**src/rtl/dmem_arbiter_if.sv**
```systemverilog
// dmem_arbiter_if: request ports of both masters plus the single-port data memory bus
interface dmem_arbiter_if #(
  parameter int AW = 32,
  parameter int DW = 32
);
  logic          p0_req;
  logic          p0_we;
  logic [AW-1:0] p0_addr;
  logic [DW-1:0] p0_wdata;
  logic          p0_gnt;
  logic          p0_stall;
  logic          p0_rvalid;
  logic [DW-1:0] p0_rdata;
  logic          p1_req;
  logic          p1_we;
  logic          p1_lock;
  logic [AW-1:0] p1_addr;
  logic [DW-1:0] p1_wdata;
  logic          p1_gnt;
  logic          p1_rvalid;
  logic [DW-1:0] p1_rdata;
  logic          mem_we;
  logic [AW-1:0] mem_addr;
  logic [DW-1:0] mem_wd;
  logic [DW-1:0] mem_rd;
  modport slave (
    input  p0_req, p0_we, p0_addr, p0_wdata, p1_req, p1_we, p1_lock, p1_addr, p1_wdata, mem_rd,
    output p0_gnt, p0_stall, p0_rvalid, p0_rdata, p1_gnt, p1_rvalid, p1_rdata, mem_we, mem_addr, mem_wd
  );
  modport master (
    output p0_req, p0_we, p0_addr, p0_wdata, p1_req, p1_we, p1_lock, p1_addr, p1_wdata, mem_rd,
    input  p0_gnt, p0_stall, p0_rvalid, p0_rdata, p1_gnt, p1_rvalid, p1_rdata, mem_we, mem_addr, mem_wd
  );
endinterface

```
**src/rtl/dmem_arbiter.sv**
```systemverilog
// dmem_arbiter: two-port arbiter for the data memory; port 0 has priority, port 1 has anti-starvation and burst lock
module dmem_arbiter #(
  parameter int AW        = 32,
  parameter int DW        = 32,
  parameter int MAX_WAIT  = 4,
  parameter int BURST_MAX = 8
) (
  input logic           clk,
  input logic           rst,
  dmem_arbiter_if.slave bus
);
  localparam int WW = $clog2(MAX_WAIT + 1);
  localparam int BW = $clog2(BURST_MAX + 1);
  typedef enum logic {IDLE, OWN1} state_t;
  state_t        state, state_nxt;
  logic [WW-1:0] wait_cnt;
  logic [BW-1:0] burst_cnt, burst_nxt, burst_inc;
  logic          g0, g1;
  always_ff @(posedge clk) begin
    if (rst) begin
      state     <= IDLE;
      burst_cnt <= '0;
      wait_cnt  <= '0;
    end else begin
      state     <= state_nxt;
      burst_cnt <= burst_nxt;
      wait_cnt  <= (bus.p1_req && !g1) ? ((wait_cnt == WW'(MAX_WAIT)) ? wait_cnt : wait_cnt + WW'(1)) : '0;
    end
  end
  // burst_cnt counts grants already taken under the current lock
  always_comb begin
    burst_inc = burst_cnt + BW'(1);
    state_nxt = IDLE;
    burst_nxt = '0;
    if (state == IDLE && g1 && bus.p1_lock && BURST_MAX > 1) begin
      state_nxt = OWN1;
      burst_nxt = BW'(1);
    end else if (state == OWN1 && g1 && bus.p1_lock && burst_inc < BW'(BURST_MAX)) begin
      state_nxt = OWN1;
      burst_nxt = burst_inc;
    end
  end
  always_comb begin
    g1 = !rst && bus.p1_req && (state == OWN1 || !bus.p0_req || wait_cnt == WW'(MAX_WAIT));
    g0 = !rst && state == IDLE && bus.p0_req && !g1;
  end
  assign bus.p0_gnt   = g0;
  assign bus.p1_gnt   = g1;
  assign bus.p0_stall = bus.p0_req && !g0;
  assign bus.mem_we   = g0 ? bus.p0_we    : g1 ? bus.p1_we    : 1'b0;
  assign bus.mem_addr = g0 ? bus.p0_addr  : g1 ? bus.p1_addr  : '0;
  assign bus.mem_wd   = g0 ? bus.p0_wdata : g1 ? bus.p1_wdata : '0;
  always_ff @(posedge clk) begin
    if (rst) begin
      bus.p0_rvalid <= 1'b0;
      bus.p1_rvalid <= 1'b0;
      bus.p0_rdata  <= '0;
      bus.p1_rdata  <= '0;
    end else begin
      bus.p0_rvalid <= g0 && !bus.p0_we;
      bus.p1_rvalid <= g1 && !bus.p1_we;
      if (g0 && !bus.p0_we) bus.p0_rdata <= bus.mem_rd;
      if (g1 && !bus.p1_we) bus.p1_rdata <= bus.mem_rd;
    end
  end
endmodule

```
**src/flat_wrapper.sv**
```systemverilog
// flat-port wrapper written by rule: the top's interface ports become plain ports
module dmem_arbiter_flat 
#(
  parameter int AW        = 32,
  parameter int DW        = 32,
  parameter int MAX_WAIT  = 4,
  parameter int BURST_MAX = 8
)
  (clk, rst, bus_p0_req, bus_p0_we, bus_p0_addr, bus_p0_wdata, bus_p1_req, bus_p1_we, bus_p1_lock, bus_p1_addr, bus_p1_wdata, bus_mem_rd, bus_p0_gnt, bus_p0_stall, bus_p0_rvalid, bus_p0_rdata, bus_p1_gnt, bus_p1_rvalid, bus_p1_rdata, bus_mem_we, bus_mem_addr, bus_mem_wd);
  dmem_arbiter_if #(.AW(AW), .DW(DW)) bus_i ();
  input logic clk;
  input logic rst;
  input wire logic [$bits(bus_i.p0_req)-1:0] bus_p0_req;
  input wire logic [$bits(bus_i.p0_we)-1:0] bus_p0_we;
  input wire logic [$bits(bus_i.p0_addr)-1:0] bus_p0_addr;
  input wire logic [$bits(bus_i.p0_wdata)-1:0] bus_p0_wdata;
  input wire logic [$bits(bus_i.p1_req)-1:0] bus_p1_req;
  input wire logic [$bits(bus_i.p1_we)-1:0] bus_p1_we;
  input wire logic [$bits(bus_i.p1_lock)-1:0] bus_p1_lock;
  input wire logic [$bits(bus_i.p1_addr)-1:0] bus_p1_addr;
  input wire logic [$bits(bus_i.p1_wdata)-1:0] bus_p1_wdata;
  input wire logic [$bits(bus_i.mem_rd)-1:0] bus_mem_rd;
  output wire logic [$bits(bus_i.p0_gnt)-1:0] bus_p0_gnt;
  output wire logic [$bits(bus_i.p0_stall)-1:0] bus_p0_stall;
  output wire logic [$bits(bus_i.p0_rvalid)-1:0] bus_p0_rvalid;
  output wire logic [$bits(bus_i.p0_rdata)-1:0] bus_p0_rdata;
  output wire logic [$bits(bus_i.p1_gnt)-1:0] bus_p1_gnt;
  output wire logic [$bits(bus_i.p1_rvalid)-1:0] bus_p1_rvalid;
  output wire logic [$bits(bus_i.p1_rdata)-1:0] bus_p1_rdata;
  output wire logic [$bits(bus_i.mem_we)-1:0] bus_mem_we;
  output wire logic [$bits(bus_i.mem_addr)-1:0] bus_mem_addr;
  output wire logic [$bits(bus_i.mem_wd)-1:0] bus_mem_wd;
  assign bus_i.p0_req = bus_p0_req;
  assign bus_i.p0_we = bus_p0_we;
  assign bus_i.p0_addr = bus_p0_addr;
  assign bus_i.p0_wdata = bus_p0_wdata;
  assign bus_i.p1_req = bus_p1_req;
  assign bus_i.p1_we = bus_p1_we;
  assign bus_i.p1_lock = bus_p1_lock;
  assign bus_i.p1_addr = bus_p1_addr;
  assign bus_i.p1_wdata = bus_p1_wdata;
  assign bus_i.mem_rd = bus_mem_rd;
  assign bus_p0_gnt = bus_i.p0_gnt;
  assign bus_p0_stall = bus_i.p0_stall;
  assign bus_p0_rvalid = bus_i.p0_rvalid;
  assign bus_p0_rdata = bus_i.p0_rdata;
  assign bus_p1_gnt = bus_i.p1_gnt;
  assign bus_p1_rvalid = bus_i.p1_rvalid;
  assign bus_p1_rdata = bus_i.p1_rdata;
  assign bus_mem_we = bus_i.mem_we;
  assign bus_mem_addr = bus_i.mem_addr;
  assign bus_mem_wd = bus_i.mem_wd;
  dmem_arbiter #(.AW(AW), .DW(DW), .MAX_WAIT(MAX_WAIT), .BURST_MAX(BURST_MAX)) u_core (.clk(clk), .rst(rst), .bus(bus_i));
endmodule
```
**config.mk**
```make
export PLATFORM = sky130hd
export DESIGN_NAME = dmem_arbiter_flat
export DESIGN_NICKNAME = d
export VERILOG_FILES = /design/src/rtl/dmem_arbiter_if.sv /design/src/rtl/dmem_arbiter.sv /design/src/flat_wrapper.sv
export SDC_FILE = /design/constraint.sdc
export NUM_CORES = 1
export LEC_CHECK = 0
export ABC_CLOCK_PERIOD_IN_PS = 1800
export BUFFER_PORTS_ARGS = -buffer_cell sky130_fd_sc_hd__buf_2
export CORE_AREA = 2 2 115 117
export CTS_BUF_LIST = sky130_fd_sc_hd__clkbuf_2
export DETAILED_ROUTE_END_ITERATION = 6
export DIE_AREA = 0 0 117 119
export PLACE_DENSITY = 0.61
export SLEW_MARGIN = 20
export SYNTH_ARGS = -nofsm -noshare
export SYNTH_HDL_FRONTEND = slang
export SYNTH_SLANG_ARGS = --single-unit
```
**constraint.sdc**
```tcl
create_clock -name clk -period 1.8 [get_ports clk]
set_clock_uncertainty 0.05 [all_clocks]
set_input_delay 0.27 -clock clk [delete_from_list [all_inputs] [get_ports clk]]
set_output_delay 0.27 -clock clk [all_outputs]
set_load 0.02 [all_outputs]
```
# ---- Word-level counts from Yosys, hierarchy flattened
# Index checks and enable logic that the tools add are counted.
dict set report op_classes {
  n_lt_le_gt_ge 1
  n_reduce_logical 24
  bitwise 3
  n_addsub 2
  n_mul 0
  n_shift 0
  eq_ne 1
  n_div 0
  n_mux 10
}
# op count
set ops {}
lappend ops {{32-bit 2-to-1 mux} 4}
lappend ops {{1-bit logical AND} 14}
lappend ops {{1-bit logical NOT} 6}
lappend ops {{1-bit 2-to-1 mux} 6}
lappend ops {{4-bit by 1-bit adder with 4-bit output (second input constant)} 1}
lappend ops {{4-bit < comparator (second input constant)} 1}
lappend ops {{3-bit by 1-bit adder with 3-bit output (second input constant)} 1}
lappend ops {{3-bit == test (second input constant)} 1}
lappend ops {{1-bit NOT} 3}
lappend ops {{3-bit OR reduction} 1}
lappend ops {{1-bit logical OR} 2}
lappend ops {{2-bit OR reduction} 1}
dict set report totals {
  regBits 74
  romBits 0
  latchBits 0
  ramBits 0
  mem_count 0
}

# ---- Depth between registers and ports, before layout
# Gate-level depths: netlist (run 1).
dict set report depth {
  ltp_word 9
  depth_mapped 8
  ltp_nobuf 6
}

# ---- Worst setup path before layout (run 1)
# No wires, ideal clock.
dict set report synth_path {
  kind {reg2out}
  from {reg u_core.wait_cnt[0]}
  to {out bus_mem_addr[0]}
  required_ps 1480
  path_stages_with_launch 9
  setup_slack_ps -141
  t_arrival_ps 1621
  path_cell_list {dfxtp_1 > inv_1 > ha_1 > and2_1 > o21ai_4 > inv_2 > buf_2 > buf_6 > a22o_1}
}
dict set report synth_via {
  elab_chain_cells 6
  elab_cells_between_ends 7
  cone_classes {1 x eq/ne; 2 x mux; 4 x reduce/logical}
}
# element line_no
set synth_lines {}
lappend synth_lines {{start, declared} dmem_arbiter.sv:16} ;# logic [WW-1:0] wait_cnt;
lappend synth_lines {{start signal, assigned} dmem_arbiter.sv:27} ;# wait_cnt <= (bus.p1_req && !g1) ? ((wait_cnt == WW'(MAX_WAIT)) ? wait_cnt : wait_cnt + WW'(1)) : '0;
lappend synth_lines {{3-bit == test *} dmem_arbiter.sv:44} ;# g1 = !rst && bus.p1_req && (state == OWN1 || !bus.p0_req || wait_cnt == WW'(MAX_WAIT));
lappend synth_lines {{1-bit logical OR *} dmem_arbiter.sv:44}
lappend synth_lines {{1-bit logical AND *} dmem_arbiter.sv:44}
lappend synth_lines {{1-bit logical NOT} dmem_arbiter.sv:45} ;# g0 = !rst && state == IDLE && bus.p0_req && !g1;
lappend synth_lines {{1-bit logical AND} dmem_arbiter.sv:45}
lappend synth_lines {{32-bit 2-to-1 mux *} dmem_arbiter.sv:51} ;# assign bus.mem_addr = g0 ? bus.p0_addr : g1 ? bus.p1_addr : '0;
lappend synth_lines {{end, declared} flat_wrapper.sv:31} ;# output wire logic [$bits(bus_i.mem_addr)-1:0] bus_mem_addr;
# Mark *: on every way between the ends. The rest lies on a longest branch, timed or not.

# ---- Worst setup path after layout (run 1)
dict set report layout_path {
  from {reg u_core.wait_cnt[1]}
  to {out bus_mem_addr[27]}
}
# Same word-level chain as after synthesis.

==> run summary, run 1 <==
Detailed router's first-iteration violation count = 165
Max-capacitance violation count = 0
Clk_lat worst skew = 0.51 ns
Final count of pins violating max slew = 0
Critical path fanouts, max = 17
Hold Crit Class = in2reg
Register-to-Register Setup Slack = 0 ns
Number of ports placed on the die boundary = 301
Worst Setup Start Kind = register
Internal power = 0.00267 W
Worst vdd ir = 0.000552 V
Share of the synthesized area in the top cell type = 0.417
Tmin final = 2.41 ns
Post-detailed-placement half-perimeter wirelength = 11,500 um
Unrepaired setup endpoints after global routing = yes
Number of fill cells in the layout = 1,177
Crit Path Class = reg2out
F_max = 416 MHz
Library cell with the largest summed area after synthesis = sky130_fd_sc_hd__dfxtp_1
Post-place setup slack = -0.0834 ns
Post-synthesis async set-or-reset flop share = 0
Area growth from synthesis to layout = 89.2%
Net total in the final layout = 893
Switching power of the nets = 0.00120 W
Aggregate global-route resource usage = 0.206
Failing checks = setup timing
Average detailed-routed wire length per instance = 17.3 um
Number of global-route vias before repair = 4,515
Fraction of final layout cells with drive strength greater than 1 = 0.598
Vias after detailed routing = 4,356
Clk pin slew, worst setup/hold paths = 0.18 ns
Sequential area share after synthesis = 0.417
Number of buffers created by CTS = 9
Commonest register cell after synthesis = sky130_fd_sc_hd__dfxtp_1
Standard-cell row count = 42
Die X = 117 um
Run status = finished with violations
Total power per unit cell area = 575 nW/um^2
First-pass detailed-route iteration total = 4
Leftover overflow at the end of global routing = 0
Setup TNS Final = -38.53 ns
Final worst-path cycle share = 1.34
Switching share of power = 0.310
Drt total wl = 15,700 um
Critical path required time = 1.48 ns
Post-synth EDFFs = 0
TritonCTS sink count = 74
Core Region = 12,900 um^2
Synthesized Nets = 540
Global-route wire length before repair = 22,200 um
Final weighted congestion in routability-driven placement = 0.844
Clock root buffer master = sky130_fd_sc_hd__clkbuf_2
Final count of negative-setup-slack endpoints = 68
Power share of the clock group = 0.223
Buffers added on ports = 300
Final setup margin = -0.606 ns
Largest net degree at the start of global routing = 34
Final core utilization = 0.522
Height of the die = 119 um
Relative contribution of sequential cells to total power = 0.452
Number of distinct library cells after synthesis = 31
Combinational share of power = 0.324
Crit path DAT = 2.09 ns
Worst setup EP type = output port
Mean post-synth cell area = 9.59 um^2
Post-synth design cell area = 3550 um^2
TritonCTS clock tree = built
Synthesized instance count = 370
Starting Density = 0.276
Count of endpoints failing hold in the final timing report = 0
Bufs on Longest Clock Path = 2
Area of the die = 13,900 um^2
Leakage = 3.49 nW
Mean number of vias per cell = 4.80
Smallest hold slack = 0.189 ns
Detailed-route DRC error count = 0
Antenna violations before repair = 5
Antenna Violating Nets Remaining = 0
Flip-flop and latch count after synthesis = 74
Main area contributors after synthesis = sky130_fd_sc_hd__dfxtp_1 (42%), sky130_fd_sc_hd__a22o_1 (16%), sky130_fd_sc_hd__mux2_2 (8.2%)
Warning count from the yosys run = 0
H-Tree Depth = 3
synthesized netlist by cell type (2+ instances only):
master,count
sky130_fd_sc_hd__and2_1,2
sky130_fd_sc_hd__xnor2_1,2
sky130_fd_sc_hd__nand2_1,32
sky130_fd_sc_hd__nor3_1,2
sky130_fd_sc_hd__nor2_1,3
sky130_fd_sc_hd__o21ai_0,4
sky130_fd_sc_hd__nor2b_1,33
sky130_fd_sc_hd__buf_6,6
sky130_fd_sc_hd__mux2_1,6
sky130_fd_sc_hd__dfxtp_1,74
sky130_fd_sc_hd__o21ai_1,29
sky130_fd_sc_hd__clkbuf_1,9
sky130_fd_sc_hd__buf_4,6
sky130_fd_sc_hd__inv_1,7
sky130_fd_sc_hd__ha_1,3
sky130_fd_sc_hd__mux2_2,26
sky130_fd_sc_hd__nand3_1,36
sky130_fd_sc_hd__a22o_1,65
sky130_fd_sc_hd__buf_2,13
power by group through the flow:
stage / sequential (W) / combinational (W) / clock, W
after floorplan: 0.00187 / 0.000475 / 0
after global placement: 0.00178 / 0.00102 / 0
after detailed placement: 0.00178 / 0.00103 / 0
after CTS: 0.00175 / 0.00116 / 0.000893
after global routing: 0.00176 / 0.00133 / 0.000972
final: 0.00175 / 0.00125 / 0.000864
critical path, cell delays in order, from the launching register on:
cell                      delay [ns]
sky130_fd_sc_hd__dfxtp_2        0.37
sky130_fd_sc_hd__inv_2          0.04
sky130_fd_sc_hd__ha_4           0.15
sky130_fd_sc_hd__and2_4         0.15
sky130_fd_sc_hd__o21ai_4        0.18
sky130_fd_sc_hd__inv_4          0.10
sky130_fd_sc_hd__buf_12         0.17
sky130_fd_sc_hd__a22o_1         0.25
sky130_fd_sc_hd__buf_4          0.16
per-stage QoR:
step	total power, W	cell area, um^2	cells
2_1_floorplan	0.00234	3850	370
3_3_place_gp	0.00280	5630	842
3_5_place_dp	0.00281	5630	842
5_1_grt	0.00406	6720	907
6_report	0.00387	6720	908
4_1_cts	0.00380	6320	895
final timing paths:
path	startpoint	to	cells past startpoint
worst max register to register	u_core.wait_cnt[1]	u_core.bus.p1_rdata[30]	8
worst max-delay path	u_core.wait_cnt[1]	bus_mem_addr[27]	8
worst min register to register	u_core.bus.p0_rdata[22]	u_core.bus.p0_rdata[22]	2
worst min-delay path	bus_p0_req	u_core.wait_cnt[0]	4
area by class of cell:
class                   instances  area [um^2]  share of cell area
well taps                     176          220              0.0328
multi-input cells             254         2200               0.327
diodes                          6         15.0             0.00224
clock inverters                 3         42.5             0.00633
repair buffers                376         2670               0.397
flip-flops and latches         74         1480               0.221
clock buffers                  11         55.1             0.00820
inverters                       8         32.5             0.00484
registers in the layout (all words and copies together), names as in the netlist:
signal and flops:
u_core.bus.p1_rdata 32, u_core.wait_cnt 3, u_core.bus.p0_rvalid 1, u_core.bus.p1_rvalid 1, u_core.state 1, u_core.burst_cnt 4, u_core.bus.p0_rdata 32
metal layers:
metal,global-route usage,vias to the layer above,wire length [um]
met2,0.387,228,8200
met1,0.209,2067,5690
met3,0.0641,27,1370
li1,-,2034,-
met4,0.0750,0,449
met5,0,-,0
cells by family (layout without fill, tap and decap cells):
group                      Yosys count  count (layout)  synth area share
buffers and inverters               42             398            0.0680
muxes                               32              32             0.102
adders and majority gates            3               3            0.0106
and+or+nand+nor                    114             114             0.174
DFF                                 74              74             0.417
xor gates and xnor gates             3               3           0.00740
other                                1               7           0.00106
AOI/OAI and AO/OA                  101             101             0.220
what timing repair did:
action,4_1_cts,5_1_grt
endpoints found under the hold margin,68,0
setup endpoints to repair,100,103
pin swaps,5,7
resized for setup,57,79
gates cloned,2,4
buffers inserted,5,4
hold buffers,33,0
cells in the final DEF, fill, tap and decap left out, types with 2 or more instances in the layout:
cell type	count
sky130_fd_sc_hd__a22o_1	34
sky130_fd_sc_hd__a22o_4	31
sky130_fd_sc_hd__buf_12	6
sky130_fd_sc_hd__buf_16	2
sky130_fd_sc_hd__buf_2	248
sky130_fd_sc_hd__buf_4	33
sky130_fd_sc_hd__buf_6	47
sky130_fd_sc_hd__buf_8	3
sky130_fd_sc_hd__clkbuf_16	4
sky130_fd_sc_hd__clkbuf_2	11
sky130_fd_sc_hd__dfxtp_1	72
sky130_fd_sc_hd__dfxtp_2	2
sky130_fd_sc_hd__diode_2	6
sky130_fd_sc_hd__dlygate4sd3_1	33
sky130_fd_sc_hd__ha_1	2
sky130_fd_sc_hd__inv_1	5
sky130_fd_sc_hd__inv_2	2
sky130_fd_sc_hd__mux2_2	11
sky130_fd_sc_hd__mux2_4	20
sky130_fd_sc_hd__nand2_1	32
sky130_fd_sc_hd__nand3_1	35
sky130_fd_sc_hd__nor2_1	3
sky130_fd_sc_hd__nor2b_1	33
sky130_fd_sc_hd__nor3_1	2
sky130_fd_sc_hd__o21ai_0	4
sky130_fd_sc_hd__o21ai_1	29
sky130_fd_sc_hd__xnor2_1	2
No activity file was read; power rests on OpenSTA's default activity.
==> run 2: changes to the inputs <==
--- a/config.mk
+++ b/config.mk
@@ -5,13 +5,13 @@
 export SDC_FILE = /design/constraint.sdc
 export NUM_CORES = 1
 export LEC_CHECK = 0
-export ABC_CLOCK_PERIOD_IN_PS = 1800
+export ABC_CLOCK_PERIOD_IN_PS = 3100
 export BUFFER_PORTS_ARGS = -buffer_cell sky130_fd_sc_hd__buf_2
 export CORE_AREA = 2 2 115 117
 export CTS_BUF_LIST = sky130_fd_sc_hd__clkbuf_2
 export DETAILED_ROUTE_END_ITERATION = 6
 export DIE_AREA = 0 0 117 119
-export PLACE_DENSITY = 0.61
+export PLACE_DENSITY = 0.59
 export SLEW_MARGIN = 20
 export SYNTH_ARGS = -nofsm -noshare
 export SYNTH_HDL_FRONTEND = slang
==> constraint.sdc (replaced) <==
create_clock -name clk -period 3.1 [get_ports clk]
set_clock_uncertainty 0.05 [all_clocks]
set_input_delay 0.465 -clock clk [delete_from_list [all_inputs] [get_ports clk]]
set_output_delay 0.465 -clock clk [all_outputs]
set_load 0.02 [all_outputs]
==> run 2 against run 1 <==
Compared with the run above: the run now ends clean; wire length fell by 3.7%; hold slack got worse by 0.068 ns; combinational power fell by 57%; cell area fell by 21%; sequential share of layout area rose by 5.7 points; register-to-register slack improved by 0.99 ns; clock power fell by 22%; power fell by 42%.
==> run summary, run 2 (synthesis results as in run 1) <==
Run status = finished clean
Clock root buffer master = sky130_fd_sc_hd__clkbuf_2
First-pass detailed-route iteration total = 4
Least-Margin Pin Slew = 0.515 ns
H-Tree Depth = 3
Standard-cell row count = 42
Buffers added on ports = 300
Crit Path Class = reg2out
Setup TNS Final = 0 ns
Post-detailed-placement half-perimeter wirelength = 12,200 um
Area of the die = 13,900 um^2
Mean number of vias per cell = 4.71
Bufs on Longest Clock Path = 2
Area taken by multi-input logic gates = 1830 um^2
Die X = 117 um
Area growth from synthesis to layout = 50.3%
Aggregate global-route resource usage = 0.204
Average detailed-routed wire length per instance = 18.0 um
Tmin final = 2.86 ns
Most common cell after layout, fill and taps aside = sky130_fd_sc_hd__buf_2
Smallest hold slack = 0.121 ns
Worst vdd ir = 0.000292 V
Number of fill cells in the layout = 1,327
Core Region = 12,900 um^2
Highest-count cells in the layout ignoring fill and taps = sky130_fd_sc_hd__buf_2 (300), sky130_fd_sc_hd__dfxtp_1 (74), sky130_fd_sc_hd__a22o_1 (65)
Starting Density = 0.276
Unrepaired setup endpoints after global routing = no
Detailed router's first-iteration violation count = 145
Max-capacitance violation count = 0
Final weighted congestion in routability-driven placement = 0.880
F_max = 350 MHz
Registers with the most flip-flops = u_core.bus.p0_rdata: 32 flops, u_core.bus.p1_rdata: 32 flops, u_core.burst_cnt: 4 flops
Height of the die = 119 um
Vias after detailed routing = 3,948
Leftover overflow at the end of global routing = 0
Antenna violations before repair = 3
Worst setup EP type = output port
Critical path required time = 2.58 ns
Largest net degree at the start of global routing = 68
Hold Crit Class = in2reg
Antenna Violating Nets Remaining = 0
Placed Cells = 821
TritonCTS sink count = 74
Final Power = 0.00223 W
Number of buffers added to fix hold violations after cts = 0
Number of global-route vias before repair = 3,688
Total power per unit cell area = 419 nW/um^2
Final count of pins violating max slew = 0
Fin cells = 839
Final worst-path cycle share = 0.921
Net total in the final layout = 827
Number of ports placed on the die boundary = 301
Final core utilization = 0.414
Max transition margin = 0.655
Count of endpoints failing hold in the final timing report = 0
Sequential cell area = 1480 um^2
Leakage = 2.86 nW
Number of buffers created by CTS = 9
Worst Setup Start Kind = register
Clk_lat worst skew = 0.49 ns
Detailed-route DRC error count = 0
Fraction of final layout cells with drive strength greater than 1 = 0.542
Crit path DAT = 2.34 ns
Global-route wire length before repair = 21,200 um
Clk pin slew, worst setup/hold paths = 0.20 ns
Drt total wl = 15,100 um
Critical path fanouts, max = 67
TritonCTS clock tree = built
Final count of negative-setup-slack endpoints = 0
run 2: cell count changes in the layout (fill, tap and decap cells not counted), sizes merged:
cell         previous run  this run
dlygate4sd3            33         0
inv                     8         9
buf                   339       310
diode                   6         2
clkbuf                 15        10
clkinvlp                1         0
bufinv                  1         3
run 2: area by class of cell:
type / instances / share of cell area
inverter: 8 / 0.00563
antenna: 2 / 0.000938
multi-input combinational: 254 / 0.343
timing repair buffer: 310 / 0.302
tap: 176 / 0.0413
clock inverter: 5 / 0.0192
clock buffer: 10 / 0.00938
sequential: 74 / 0.278
run 2: worst paths after layout:
| path | from | to | slack, ns | cells after the start |
|---|---|---|---|---|
| hold / removal | bus_mem_rd[8] | u_core.bus.p0_rdata[8] | 0.12 | 3 |
| setup reg to reg | u_core.wait_cnt[0] | u_core.bus.p1_rdata[13] | 0.99 | 6 |
| setup / recovery | u_core.wait_cnt[0] | bus_mem_wd[1] | 0.24 | 8 |
| hold reg to reg | u_core.bus.p0_rdata[23] | u_core.bus.p0_rdata[23] | 0.41 | 2 |
run 2: per-stage QoR:
step | area [um^2] | setup WS (ns)
2_1_floorplan | 3550 | 0.964
3_3_place_gp | 5170 | 0.694
3_5_place_dp | 5170 | 0.638
4_1_cts | 5320 | 0.0724
5_1_grt | 5330 | 0.0861
6_report | 5340 | 0.244
run 2: report_power, final:
group / leakage [nW] / total [W] / switching [W] / internal, W
registers: 0.604 / 0.00102 / 0.0000214 / 0.000995
logic: 2.16 / 0.000541 / 0.000315 / 0.000226
clock network: 0.0900 / 0.000677 / 0.000329 / 0.000348
total: 2.86 / 0.00223 / 0.000666 / 0.00157
run 2: worst max-delay path, stage by stage (launching register included):
cell	delay, ns
sky130_fd_sc_hd__dfxtp_1	0.39
sky130_fd_sc_hd__inv_1	0.05
sky130_fd_sc_hd__ha_1	0.21
sky130_fd_sc_hd__and2_1	0.23
sky130_fd_sc_hd__o21ai_4	0.21
sky130_fd_sc_hd__inv_2	0.06
sky130_fd_sc_hd__buf_12	0.20
sky130_fd_sc_hd__a22o_1	0.30
sky130_fd_sc_hd__buf_2	0.18
run 2: layer usage:
metal / track usage / part of all wire / vias up
met5: 0 / 0.00086 / -
met4: 0.0588 / 0.020 / 2
met3: 0.0723 / 0.087 / 17
met2: 0.340 / 0.48 / 171
met1: 0.245 / 0.42 / 1858
li1: - / - / 1900
run 2: timing repair:
item | in CTS | in global routing
resized for setup | 0 | 0
endpoints found under the setup margin | 0 | 54
buffers inserted | 0 | 1
==> run 3: changes to the inputs <==
--- a/config.mk
+++ b/config.mk
@@ -6,12 +6,12 @@
 export NUM_CORES = 1
 export LEC_CHECK = 0
 export ABC_CLOCK_PERIOD_IN_PS = 3100
-export BUFFER_PORTS_ARGS = -buffer_cell sky130_fd_sc_hd__buf_2
-export CORE_AREA = 2 2 115 117
+export CORE_AREA = 2 2 118 120
 export CTS_BUF_LIST = sky130_fd_sc_hd__clkbuf_2
 export DETAILED_ROUTE_END_ITERATION = 6
-export DIE_AREA = 0 0 117 119
-export PLACE_DENSITY = 0.59
+export DIE_AREA = 0 0 120 122
+export DONT_BUFFER_PORTS = 1
+export PLACE_DENSITY = 0.37
 export SLEW_MARGIN = 20
 export SYNTH_ARGS = -nofsm -noshare
 export SYNTH_HDL_FRONTEND = slang
==> run 3 against run 2 <==
Compared with the run above: first-iteration DRC count is 10% higher; largest cell class unchanged; wire length is 13% lower; highest routed layer is now met4; cell count is 31% lower; largest power group unchanged.
==> run summary, run 3 (synthesis results as in run 1) <==
Mean number of vias per cell = 5.15
Leakage = 1.64 nW
Leftover overflow at the end of global routing = 0
Final worst-path cycle share = 0.918
Unrepaired setup endpoints after global routing = no
Aggregate global-route resource usage = 0.169
Number of ports placed on the die boundary = 301
Drt total wl = 13,200 um
Post-detailed-placement half-perimeter wirelength = 10,100 um
Detailed router's first-iteration violation count = 160
Worst reg2reg path startpoint = u_core.wait_cnt[0]
Run status = finished clean
Highest-count cells in the layout ignoring fill and taps = sky130_fd_sc_hd__dfxtp_1 (74), sky130_fd_sc_hd__a22o_1 (65), sky130_fd_sc_hd__nand3_1 (36)
Starting Density = 0.263
Total power per unit cell area = 501 nW/um^2
Vias after detailed routing = 2,979
Net total in the final layout = 559
Clk_lat worst skew = 0.52 ns
Buffers added on ports = 0
Final count of pins violating max slew = 0
Area growth from synthesis to layout = 17.2%
First-pass detailed-route iteration total = 4
Largest net degree at the start of global routing = 68
Number of buffers created by CTS = 9
Height of the die = 122 um
Average detailed-routed wire length per instance = 22.9 um
Detailed-route DRC error count = 0
Global-route wire length before repair = 17,800 um
Max-capacitance violation count = 0
Count of endpoints failing hold in the final timing report = 0
Worst vdd ir = 0.000244 V
Bufs on Longest Clock Path = 2
Standard-cell row count = 43
Start point of the critical path = u_core.wait_cnt[0]
Setup TNS Final = 0 ns
Post-route standard cell area excluding fillers = 4160 um^2
TritonCTS sink count = 74
Antenna Violating Nets Remaining = 0
Core Region = 13,500 um^2
Die X = 120 um
Hold wc startpoint = rst
Antenna violations before repair = 5
Crit path DAT = 2.33 ns
Fraction of final layout cells with drive strength greater than 1 = 0.147
Tmin final = 2.85 ns
Most common cell after layout, fill and taps aside = sky130_fd_sc_hd__dfxtp_1
Hold Crit Class = in2reg
Post-place setup slack = 0.443 ns
Final setup margin = 0.255 ns
Worst setup EP type = output port
H-Tree Depth = 3
TritonCTS clock tree = built
Critical path fanouts, max = 67
Final count of negative-setup-slack endpoints = 0
Final weighted congestion in routability-driven placement = 0.743
Crit Path Class = reg2out
Number of global-route vias before repair = 2,770
Post-detailed-placement cell area = 3650 um^2
Clk pin slew, worst setup/hold paths = 0.21 ns
Registers with the most flip-flops = u_core.bus.p0_rdata: 32 flops, u_core.bus.p1_rdata: 32 flops, u_core.burst_cnt: 4 flops
Clock root buffer master = sky130_fd_sc_hd__clkbuf_2
Area of the die = 14,600 um^2
Number of fill cells in the layout = 1,473
Critical path required time = 2.58 ns
Worst Setup Start Kind = register
F_max = 351 MHz
## run 3: cell type report
cell class | instances | area [um^2] | share of cell area
repair buffers | 42 | 410 | 0.0987
flip-flops and latches | 74 | 1480 | 0.356
diodes | 5 | 12.5 | 0.00301
multi-input cells | 254 | 1830 | 0.441
well taps | 180 | 225 | 0.0542
inverters | 8 | 35.0 | 0.00842
clock buffers | 9 | 45.0 | 0.0108
clock inverters | 7 | 116 | 0.0280
## run 3: path summary, 6_finish.rpt
kind | endpoint | slack [ns] | depth (start not counted)
setup / recovery | bus_mem_wd[3] | 0.25 | 7
hold / removal | u_core.bus.p1_rdata[9] | 0.13 | 2
setup reg to reg | u_core.bus.p1_rdata[18] | 1.05 | 6
hold reg to reg | u_core.wait_cnt[0] | 0.42 | 1
## run 3: critical path: stages, from the launching register on
cell                      delay, ns
sky130_fd_sc_hd__dfxtp_1       0.40
sky130_fd_sc_hd__inv_1         0.06
sky130_fd_sc_hd__ha_1          0.20
sky130_fd_sc_hd__and2_1        0.22
sky130_fd_sc_hd__o21ai_4       0.25
sky130_fd_sc_hd__inv_6         0.20
sky130_fd_sc_hd__a22o_1        0.30
sky130_fd_sc_hd__buf_4         0.16
## run 3: metrics by stage
| stage | instances | utilization | hold slack [ns] | power (W) |
|---|---|---|---|---|
| after detailed placement | 525 | 0.270 | 0.392 | 0.00135 |
| final | 579 | 0.308 | 0.128 | 0.00208 |
| after CTS | 574 | 0.307 | 0.0134 | 0.00212 |
| after global placement | 525 | 0.270 | 0.380 | 0.00135 |
| after floorplan | 370 | - | 0.367 | 0.00132 |
| after global routing | 579 | 0.308 | 0.0349 | 0.00219 |
## run 3: power breakdown
group / switching (W) / internal (W)
clock network: 0.000365 / 0.000348
registers: 0.0000801 / 0.000996
logic: 0.000177 / 0.000118
total: 0.000622 / 0.00146
## run 3: per-layer routing
layer | share of wire | vias up | GRT usage | routed length [um]
li1 | - | 1369 | - | -
met1 | 0.40 | 1427 | 0.210 | 5340
met2 | 0.49 | 168 | 0.273 | 6460
met3 | 0.079 | 15 | 0.0421 | 1050
met4 | 0.030 | 0 | 0.0824 | 391
met5 | 0 | - | 0 | 0
## run 3: repair_timing
item | CTS | global route
endpoints found under the hold margin | 68 | 0
resized for setup | 1 | 1
setup buffers | 0 | 0
hold buffers | 33 | 0
setup endpoints to repair | 65 | 11
